<file path="src/rtl/cmsdk_apb_flash_prog_ctrl_pkg.sv">
// Shared constants for the flash program/erase sequencer: register map,
// command key and codes, FSM states and STATUS bit positions.
package cmsdk_flash_prog_ctrl_pkg;

  localparam logic [9:0] OFS_ADDR   = 10'h000;
  localparam logic [9:0] OFS_WDATA  = 10'h001;
  localparam logic [9:0] OFS_CMD    = 10'h002;
  localparam logic [9:0] OFS_STATUS = 10'h003;
  localparam logic [9:0] OFS_INTEN  = 10'h004;

  localparam logic [15:0] CMD_KEY   = 16'hA5A5;
  localparam logic [1:0]  CMD_PROG  = 2'b01;
  localparam logic [1:0]  CMD_ERASE = 2'b10;

  localparam int ST_BUSY = 0;
  localparam int ST_DONE = 1;
  localparam int ST_ERR  = 2;

  typedef enum logic [1:0] {
    S_IDLE  = 2'd0,
    S_SETUP = 2'd1,
    S_PULSE = 2'd2,
    S_HOLD  = 2'd3
  } state_t;

endpackage

</file>
<file path="src/rtl/cmsdk_apb_flash_prog_ctrl_if.sv">
// APB slave bus bundle for the flash program/erase sequencer.
interface cmsdk_apb_flash_prog_ctrl_if;
  logic        PSEL;
  logic        PENABLE;
  logic        PWRITE;
  logic [9:0]  PADDR;
  logic [31:0] PWDATA;
  logic [31:0] PRDATA;
  logic        PREADY;
  logic        PSLVERR;

  modport master (output PSEL, PENABLE, PWRITE, PADDR, PWDATA,
                  input  PRDATA, PREADY, PSLVERR);
  modport slave  (input  PSEL, PENABLE, PWRITE, PADDR, PWDATA,
                  output PRDATA, PREADY, PSLVERR);
endinterface

</file>
<file path="src/rtl/cmsdk_apb_flash_prog_ctrl_timer.sv">
// Loadable down-counter that stops at zero; zero flags the end of a phase.
module cmsdk_flash_prog_timer #(
  parameter int CW = 16
) (
  input  logic          clk,
  input  logic          rst_n,
  input  logic          load,
  input  logic [CW-1:0] load_val,
  output logic          zero
);

  logic [CW-1:0] count;

  always_ff @(posedge clk or negedge rst_n) begin
    if (!rst_n)
      count <= '0;
    else if (load)
      count <= load_val;
    else if (count != '0)
      count <= count - 1'b1;
  end

  assign zero = (count == '0);

endmodule

</file>
<file path="src/rtl/cmsdk_apb_flash_prog_ctrl.sv">
// APB program/erase sequencer for the 32-bit embedded flash macro.
// Defining FLASH_PROG_CTRL_IRQ_EN adds the INTEN register and the IRQ output.
//
// state | meaning
// IDLE  | read bridge owns FLASHADDR; waiting for a valid CMD write
// SETUP | address/data settle before the strobe (T_SETUP cycles)
// PULSE | FLASHPROG or FLASHERASE asserted (T_PROG / T_ERASE cycles)
// HOLD  | address/data held after the strobe (T_SETUP cycles)
module cmsdk_apb_flash_prog_ctrl
  import cmsdk_flash_prog_ctrl_pkg::*;
#(
  parameter int AW      = 16,
  parameter int CW      = 16,
  parameter int T_SETUP = 2,
  parameter int T_PROG  = 40,
  parameter int T_ERASE = 4000
) (
  input  logic                       PCLK,
  input  logic                       PRESETn,
  cmsdk_apb_flash_prog_ctrl_if.slave apb,
  input  logic [AW-3:0]              RDADDR,
  output logic [AW-3:0]              FLASHADDR,
  output logic [31:0]                FLASHWDATA,
  output logic                       FLASHPROG,
  output logic                       FLASHERASE,
  output logic                       BUSY
`ifdef FLASH_PROG_CTRL_IRQ_EN
  ,
  output logic                       IRQ
`endif
);

  localparam logic [CW-1:0] SETUP_M1 = CW'(T_SETUP - 1);
  localparam logic [CW-1:0] PROG_M1  = CW'(T_PROG - 1);
  localparam logic [CW-1:0] ERASE_M1 = CW'(T_ERASE - 1);

  state_t        state;
  logic          op_erase;
  logic [AW-3:0] addr_q;
  logic [31:0]   wdata_q;
  logic          done_q, err_q;
  logic          tmr_load, tmr_zero;
  logic [CW-1:0] tmr_val;
  logic [31:0]   rdata;

  logic wr_en, rd_en, guarded, wr_blocked, wr_ok, sts_wr;
  logic cmd_wr, cmd_valid, cmd_bad, op_end;

  assign wr_en      = apb.PSEL & apb.PENABLE & apb.PWRITE;
  assign rd_en      = apb.PSEL & apb.PENABLE & ~apb.PWRITE;
  assign guarded    = (apb.PADDR == OFS_ADDR) | (apb.PADDR == OFS_WDATA) |
                      (apb.PADDR == OFS_CMD);
  assign wr_blocked = wr_en & guarded & BUSY;
  assign wr_ok      = wr_en & ~wr_blocked;
  assign sts_wr     = wr_en & (apb.PADDR == OFS_STATUS);
  assign cmd_wr     = wr_ok & (apb.PADDR == OFS_CMD);
  assign cmd_valid  = cmd_wr & (apb.PWDATA[31:16] == CMD_KEY) &
                      ((apb.PWDATA[1:0] == CMD_PROG) | (apb.PWDATA[1:0] == CMD_ERASE));
  assign cmd_bad    = cmd_wr & ~cmd_valid;
  assign op_end     = (state == S_HOLD) & tmr_zero;

  // Hardware sets are OR-ed in after the W1C clear so a coincident set wins.
  always_ff @(posedge PCLK or negedge PRESETn) begin
    if (!PRESETn) begin
      addr_q  <= '0;
      wdata_q <= '0;
      done_q  <= 1'b0;
      err_q   <= 1'b0;
    end else begin
      if (wr_ok && apb.PADDR == OFS_ADDR)  addr_q  <= apb.PWDATA[AW-3:0];
      if (wr_ok && apb.PADDR == OFS_WDATA) wdata_q <= apb.PWDATA;
      done_q <= (done_q & ~(sts_wr & apb.PWDATA[ST_DONE])) | op_end;
      err_q  <= (err_q & ~(sts_wr & apb.PWDATA[ST_ERR])) | cmd_bad | wr_blocked;
    end
  end

`ifdef FLASH_PROG_CTRL_IRQ_EN
  logic [1:0] inten_q;

  always_ff @(posedge PCLK or negedge PRESETn) begin
    if (!PRESETn) begin
      inten_q <= '0;
      IRQ     <= 1'b0;
    end else begin
      if (wr_en && apb.PADDR == OFS_INTEN) inten_q <= apb.PWDATA[1:0];
      IRQ <= |({err_q, done_q} & inten_q);
    end
  end
`endif

  always_comb begin
    tmr_load = 1'b0;
    tmr_val  = SETUP_M1;
    case (state)
      S_IDLE:  tmr_load = cmd_valid;
      S_SETUP: begin
        tmr_load = tmr_zero;
        tmr_val  = op_erase ? ERASE_M1 : PROG_M1;
      end
      S_PULSE: tmr_load = tmr_zero;
      default: tmr_load = 1'b0;
    endcase
  end

  cmsdk_flash_prog_timer #(.CW(CW)) u_timer (
    .clk      (PCLK),
    .rst_n    (PRESETn),
    .load     (tmr_load),
    .load_val (tmr_val),
    .zero     (tmr_zero)
  );

  always_ff @(posedge PCLK or negedge PRESETn) begin
    if (!PRESETn) begin
      state      <= S_IDLE;
      op_erase   <= 1'b0;
      BUSY       <= 1'b0;
      FLASHPROG  <= 1'b0;
      FLASHERASE <= 1'b0;
    end else begin
      case (state)
        S_IDLE: if (cmd_valid) begin
          state    <= S_SETUP;
          op_erase <= (apb.PWDATA[1:0] == CMD_ERASE);
          BUSY     <= 1'b1;
        end
        S_SETUP: if (tmr_zero) begin
          state      <= S_PULSE;
          FLASHPROG  <= ~op_erase;
          FLASHERASE <= op_erase;
        end
        S_PULSE: if (tmr_zero) begin
          state      <= S_HOLD;
          FLASHPROG  <= 1'b0;
          FLASHERASE <= 1'b0;
        end
        S_HOLD: if (tmr_zero) begin
          state <= S_IDLE;
          BUSY  <= 1'b0;
        end
        default: state <= S_IDLE;
      endcase
    end
  end

  // ADDR/WDATA cannot be written while BUSY, so they serve as the latched operands.
  assign FLASHADDR  = BUSY ? addr_q  : RDADDR;
  assign FLASHWDATA = BUSY ? wdata_q : '0;

  always_comb begin
    rdata = '0;
    case (apb.PADDR)
      OFS_ADDR:   rdata = 32'(addr_q);
      OFS_WDATA:  rdata = wdata_q;
      OFS_STATUS: rdata = {29'd0, err_q, done_q, BUSY};
`ifdef FLASH_PROG_CTRL_IRQ_EN
      OFS_INTEN:  rdata = {30'd0, inten_q};
`endif
      default:    rdata = '0;
    endcase
  end

  assign apb.PRDATA  = rd_en ? rdata : '0;
  assign apb.PREADY  = 1'b1;
  assign apb.PSLVERR = wr_blocked;

endmodule

</file>
<file path="src/flat_wrapper.sv">
// flat-port wrapper written by rule: the top's interface ports become plain ports
module cmsdk_apb_flash_prog_ctrl_flat import cmsdk_flash_prog_ctrl_pkg::*;
#(
  parameter int AW      = 16,
  parameter int CW      = 16,
  parameter int T_SETUP = 2,
  parameter int T_PROG  = 40,
  parameter int T_ERASE = 4000
)
  (PCLK, PRESETn, RDADDR, FLASHADDR, FLASHWDATA, FLASHPROG, FLASHERASE, BUSY, apb_PSEL, apb_PENABLE, apb_PWRITE, apb_PADDR, apb_PWDATA, apb_PRDATA, apb_PREADY, apb_PSLVERR);
  cmsdk_apb_flash_prog_ctrl_if apb_i ();
  input  logic PCLK;
  input  logic PRESETn;
  input  logic [AW-3:0] RDADDR;
  output logic [AW-3:0] FLASHADDR;
  output logic [31:0] FLASHWDATA;
  output logic FLASHPROG;
  output logic FLASHERASE;
  output logic BUSY;
  input wire logic [$bits(apb_i.PSEL)-1:0] apb_PSEL;
  input wire logic [$bits(apb_i.PENABLE)-1:0] apb_PENABLE;
  input wire logic [$bits(apb_i.PWRITE)-1:0] apb_PWRITE;
  input wire logic [$bits(apb_i.PADDR)-1:0] apb_PADDR;
  input wire logic [$bits(apb_i.PWDATA)-1:0] apb_PWDATA;
  output wire logic [$bits(apb_i.PRDATA)-1:0] apb_PRDATA;
  output wire logic [$bits(apb_i.PREADY)-1:0] apb_PREADY;
  output wire logic [$bits(apb_i.PSLVERR)-1:0] apb_PSLVERR;
  assign apb_i.PSEL = apb_PSEL;
  assign apb_i.PENABLE = apb_PENABLE;
  assign apb_i.PWRITE = apb_PWRITE;
  assign apb_i.PADDR = apb_PADDR;
  assign apb_i.PWDATA = apb_PWDATA;
  assign apb_PRDATA = apb_i.PRDATA;
  assign apb_PREADY = apb_i.PREADY;
  assign apb_PSLVERR = apb_i.PSLVERR;
  cmsdk_apb_flash_prog_ctrl #(.AW(AW), .CW(CW), .T_SETUP(T_SETUP), .T_PROG(T_PROG), .T_ERASE(T_ERASE)) u_core (.PCLK(PCLK), .PRESETn(PRESETn), .apb(apb_i), .RDADDR(RDADDR), .FLASHADDR(FLASHADDR), .FLASHWDATA(FLASHWDATA), .FLASHPROG(FLASHPROG), .FLASHERASE(FLASHERASE), .BUSY(BUSY));
endmodule
</file>
<file path="config.mk">
export PLATFORM = sky130hd
export DESIGN_NAME = cmsdk_apb_flash_prog_ctrl_flat
export DESIGN_NICKNAME = d
export VERILOG_FILES = /design/src/rtl/cmsdk_apb_flash_prog_ctrl_pkg.sv /design/src/rtl/cmsdk_apb_flash_prog_ctrl_if.sv /design/src/rtl/cmsdk_apb_flash_prog_ctrl_timer.sv /design/src/rtl/cmsdk_apb_flash_prog_ctrl.sv /design/src/flat_wrapper.sv
export SDC_FILE = /design/constraint.sdc
export NUM_CORES = 1
export LEC_CHECK = 0
export BUFFER_PORTS_ARGS = -buffer_cell sky130_fd_sc_hd__clkbuf_2
export CORE_MARGIN = 5
export CORE_UTILIZATION = 45
export DETAILED_ROUTE_END_ITERATION = 10
export HOLD_SLACK_MARGIN = 0.02
export PLACE_DENSITY = 0.73
export SYNTH_ARGS = -nofsm -noshare
export SYNTH_HDL_FRONTEND = slang
export SYNTH_SLANG_ARGS = --single-unit
</file>
<file path="constraint.sdc">
create_clock -name PCLK -period 5.3 [get_ports PCLK]
set_input_delay 0.53 -clock PCLK [delete_from_list [all_inputs] [get_ports PCLK]]
set_output_delay 0.53 -clock PCLK [all_outputs]
set_load 0.02 [all_outputs]
</file>
==> flow_summary_export.csv <==
group,metric,value,unit
place,place_hpwl,7700,um
logic_synthesis,yosys.area.top_type_share,0.426,
power,powerDensity,217,nW/um^2
die,dieArea,11200,sq um
timing,finalSetupTns,0,ns
logic_synthesis,ys.flop_type,"dfrtp_1",
clock_tree,clockBufferDepth,2,
clock_tree,numCtsBuffers,9,
clock_tree,cts_resized,0,
die,num_rows,35,
logic_synthesis,ys_warn_count,0,
timing,postLayoutSetupSlackWorst,2.13,ns
flow_run,maxCapViolCount,0,
critical_path,path_class,"input pin to output pin",
timing,tightest_slew,1.13,ns
drt,first_pass_iters,5,
power,ir_drop,0.000125,V
place,routabilityCongestion,0.807,
logic_synthesis,seq_area_frac_synth,0.426,
critical_path,critPathMaxFanout,18,
clock_tree,cts_tree,"built",
logic_synthesis,synth_area_leaders,"dfrtp_1, mux2_4, mux2_2",
clock_tree,insertion_delay,0.33,ns
critical_path,required,4.77,ns
timing,setup_viol,0,
power,p_leak,0.00263,uW
drt,met2_length,5140,um
timing,rsz0062_at_grt,"false",
global_routing,grt_first_pass_wirelength,17200,um
logic_synthesis,yosysMostFrequentCell,"dfrtp_1",
clock_tree,cts_root_buf,"clkbuf_8",
drt,vias_per_cell,5.23,
final_layout,area_growth,24.8,%
timing,maxSlewViolCount,0,
outcome,status,"finished, final reports clean",
logic_synthesis,synth-edff-count,0,
drt,m1WireLength,4630,um
final_layout,n_antenna_cell,0,
clock_tree,postCtsSetupRepairBufs,0,
drt,met3_wirelength,460,um
final_layout,nNetsFinal,579,
critical_path,critPathLaunchType,"input pin",
global_routing,grt_overflow,0,
logic_synthesis,synthTopCellsByCount,"dfrtp_1, and2_1, nor2_1, mux2_2, mux2_4",
global_routing,grt_max_degree,71,
timing,finClkSkew,0.00884,ns
final_layout,multi_input_area,2240,sq um
final_layout,final_layout_size_suffix_gt1_frac,0.451,
global_routing,grt_use_total,0.190,
final_layout,final_cells,625,
hold_path,hold_class,"input pin to async pin",
drt,drtIter0Drc,175,
clock_tree,cts-hold-fix-buffers,0,
die,die_y,106,um
final_layout,fillers,780,
critical_path,timing.rr.end,"u_core.u_timer.count[10]$_DFFE_PN0P_",
critical_path,ff2ff_path_depth,6,
timing,fin_crit_sh,0.598,
drt,highest_layer,"met4",
logic_synthesis,synthArstFlopShare,1.00,
logic_synthesis,synthCells,370,
critical_path,r2r_slack,2.33,ns
timing,fmax,0.315,GHz
die,core_region_area,9060,sq um
timing,final_hold_viol_count,0,
place,placedCellCount,609,
drt,drc,0,
logic_synthesis,synth_area,4120,sq um
timing,maxSlewHeadroom,0.246,
place,place_ws,2.09,ns
timing,period_minus_slack,3.17,ns
global_routing,antenna_found_initial,0,
critical_path,reg2reg_from,"u_core.BUSY$_DFFE_PN0P_",
die,start_util,0.454,
clock_tree,clock_sinks,70,
die,fp.dieW,106,um
drt,wl_per_cell,16.6,um
drt,dr_total_vias,3269,
logic_synthesis,syn-num-nets,440,
logic_synthesis,yosys_register_bits,70,
global_routing,grt_pass1_vias,3373,
drt,detail-route-antenna-nets,0,
critical_path,endpoint_kind,"output pin",
clock_tree,htree_levels,3,
place,numPortBuffers,142,
clock_tree,path_clk_slew,0.08,ns
critical_path,arrival,2.64,ns
drt,totalWireLength,10400,um
logic_synthesis,synth_top_cell_by_area,"dfrtp_1",
final_layout,fin_util,0.567,
die,ioPinCount,144,
logic_synthesis,synth.distinct_cells,55,
logic_synthesis,avgSynthCellArea,11.1,sq um
final_layout,register_area,1750,sq um
## logic make-up (layout without fill, tap and decap cells)
group                      after synthesis  in the layout  synth area share
adders and majority gates                9              9            0.0274
buffers and inverters                   26            170            0.0322
muxes                                   70             70             0.217
xor gates and xnor gates                10             10            0.0213
other                                    1              1          0.000911
AOI/OAI and AO/OA                       45             45            0.0778
DFF                                     70             70             0.426
and+or+nand+nor                        139            139             0.198
## worst max path at each step
stage / startpoint / end / cells past startpoint / slack, ns
after floorplan: apb_PADDR[3] / apb_PRDATA[21] / 6 / 2.67
after global placement: apb_PWDATA[0] / u_core.u_timer.count[11]$_DFFE_PN0P_ / 8 / 2.17
after detailed placement: apb_PADDR[7] / apb_PRDATA[21] / 8 / 2.09
after CTS: apb_PADDR[7] / apb_PRDATA[21] / 8 / 2.09
after global routing: apb_PADDR[7] / apb_PRDATA[19] / 8 / 1.85
final: apb_PADDR[3] / apb_PRDATA[21] / 8 / 2.13
## layout by cell type (no fill, tap or decap), types with 4 or more instances in the layout
cell      instances
a22oi_1          12
a31oi_1           4
and2_1           51
buf_4             4
clkbuf_2        141
clkbuf_8         12
dfrtp_1          70
ha_1              9
inv_1             9
mux2_2           31
mux2_4           30
mux2i_1           6
nand2_1          11
nand3_1           5
nor2_1           33
nor3_1            6
o21ai_0          10
xnor2_1           5
xor2_1            5
## routing by layer
metal | vias up | track usage
met5 | - | 0
met4 | 0 | 0.0564
met3 | 13 | 0.0374
met2 | 85 | 0.318
met1 | 1590 | 0.249
li1 | 1581 | -
## worst max-delay path: stages
cell and delay [ns]:
clkbuf_2 0.10, nor4_4 0.32, nand2_2 0.13, nor3_1 0.15, buf_4 0.22, nor3b_2 0.78, and2_1 0.24, clkbuf_2 0.17
## power breakdown
group | leakage (uW) | switching, uW | total (uW) | internal (uW)
clock network | 0.000119 | 205 | 511 | 306
registers | 0.000939 | 1.21 | 536 | 535
logic | 0.00157 | 40.8 | 70.3 | 29.5
## through the flow
step | hold WS (ns) | total power [uW] | cell area [sq um]
2_1_floorplan | 0.234 | 571 | 4120
3_3_place_gp | 0.497 | 617 | 4900
5_1_grt | 0.385 | 1170 | 5140
4_1_cts | 0.347 | 1130 | 5140
3_5_place_dp | 0.503 | 618 | 4900
6_report | 0.311 | 1120 | 5140
## registers in the layout, summed over array words and instances, names as in the netlist, 2 cells and up
name / count
u_core.wdata_q: 32
u_core.u_timer.count: 16
u_core.addr_q: 14
u_core.state: 2
## layout make-up
cell class / count / share of cell area
Multi-Input combinational cell: 274 / 0.435
Sequential cell: 70 / 0.341
Clock buffer: 12 / 0.0321
Clock inverter: 4 / 0.0149
Inverter: 9 / 0.00657
Timing Repair Buffer: 145 / 0.143
Tap cell: 111 / 0.0270
Power figures use the tool's default switching activity.
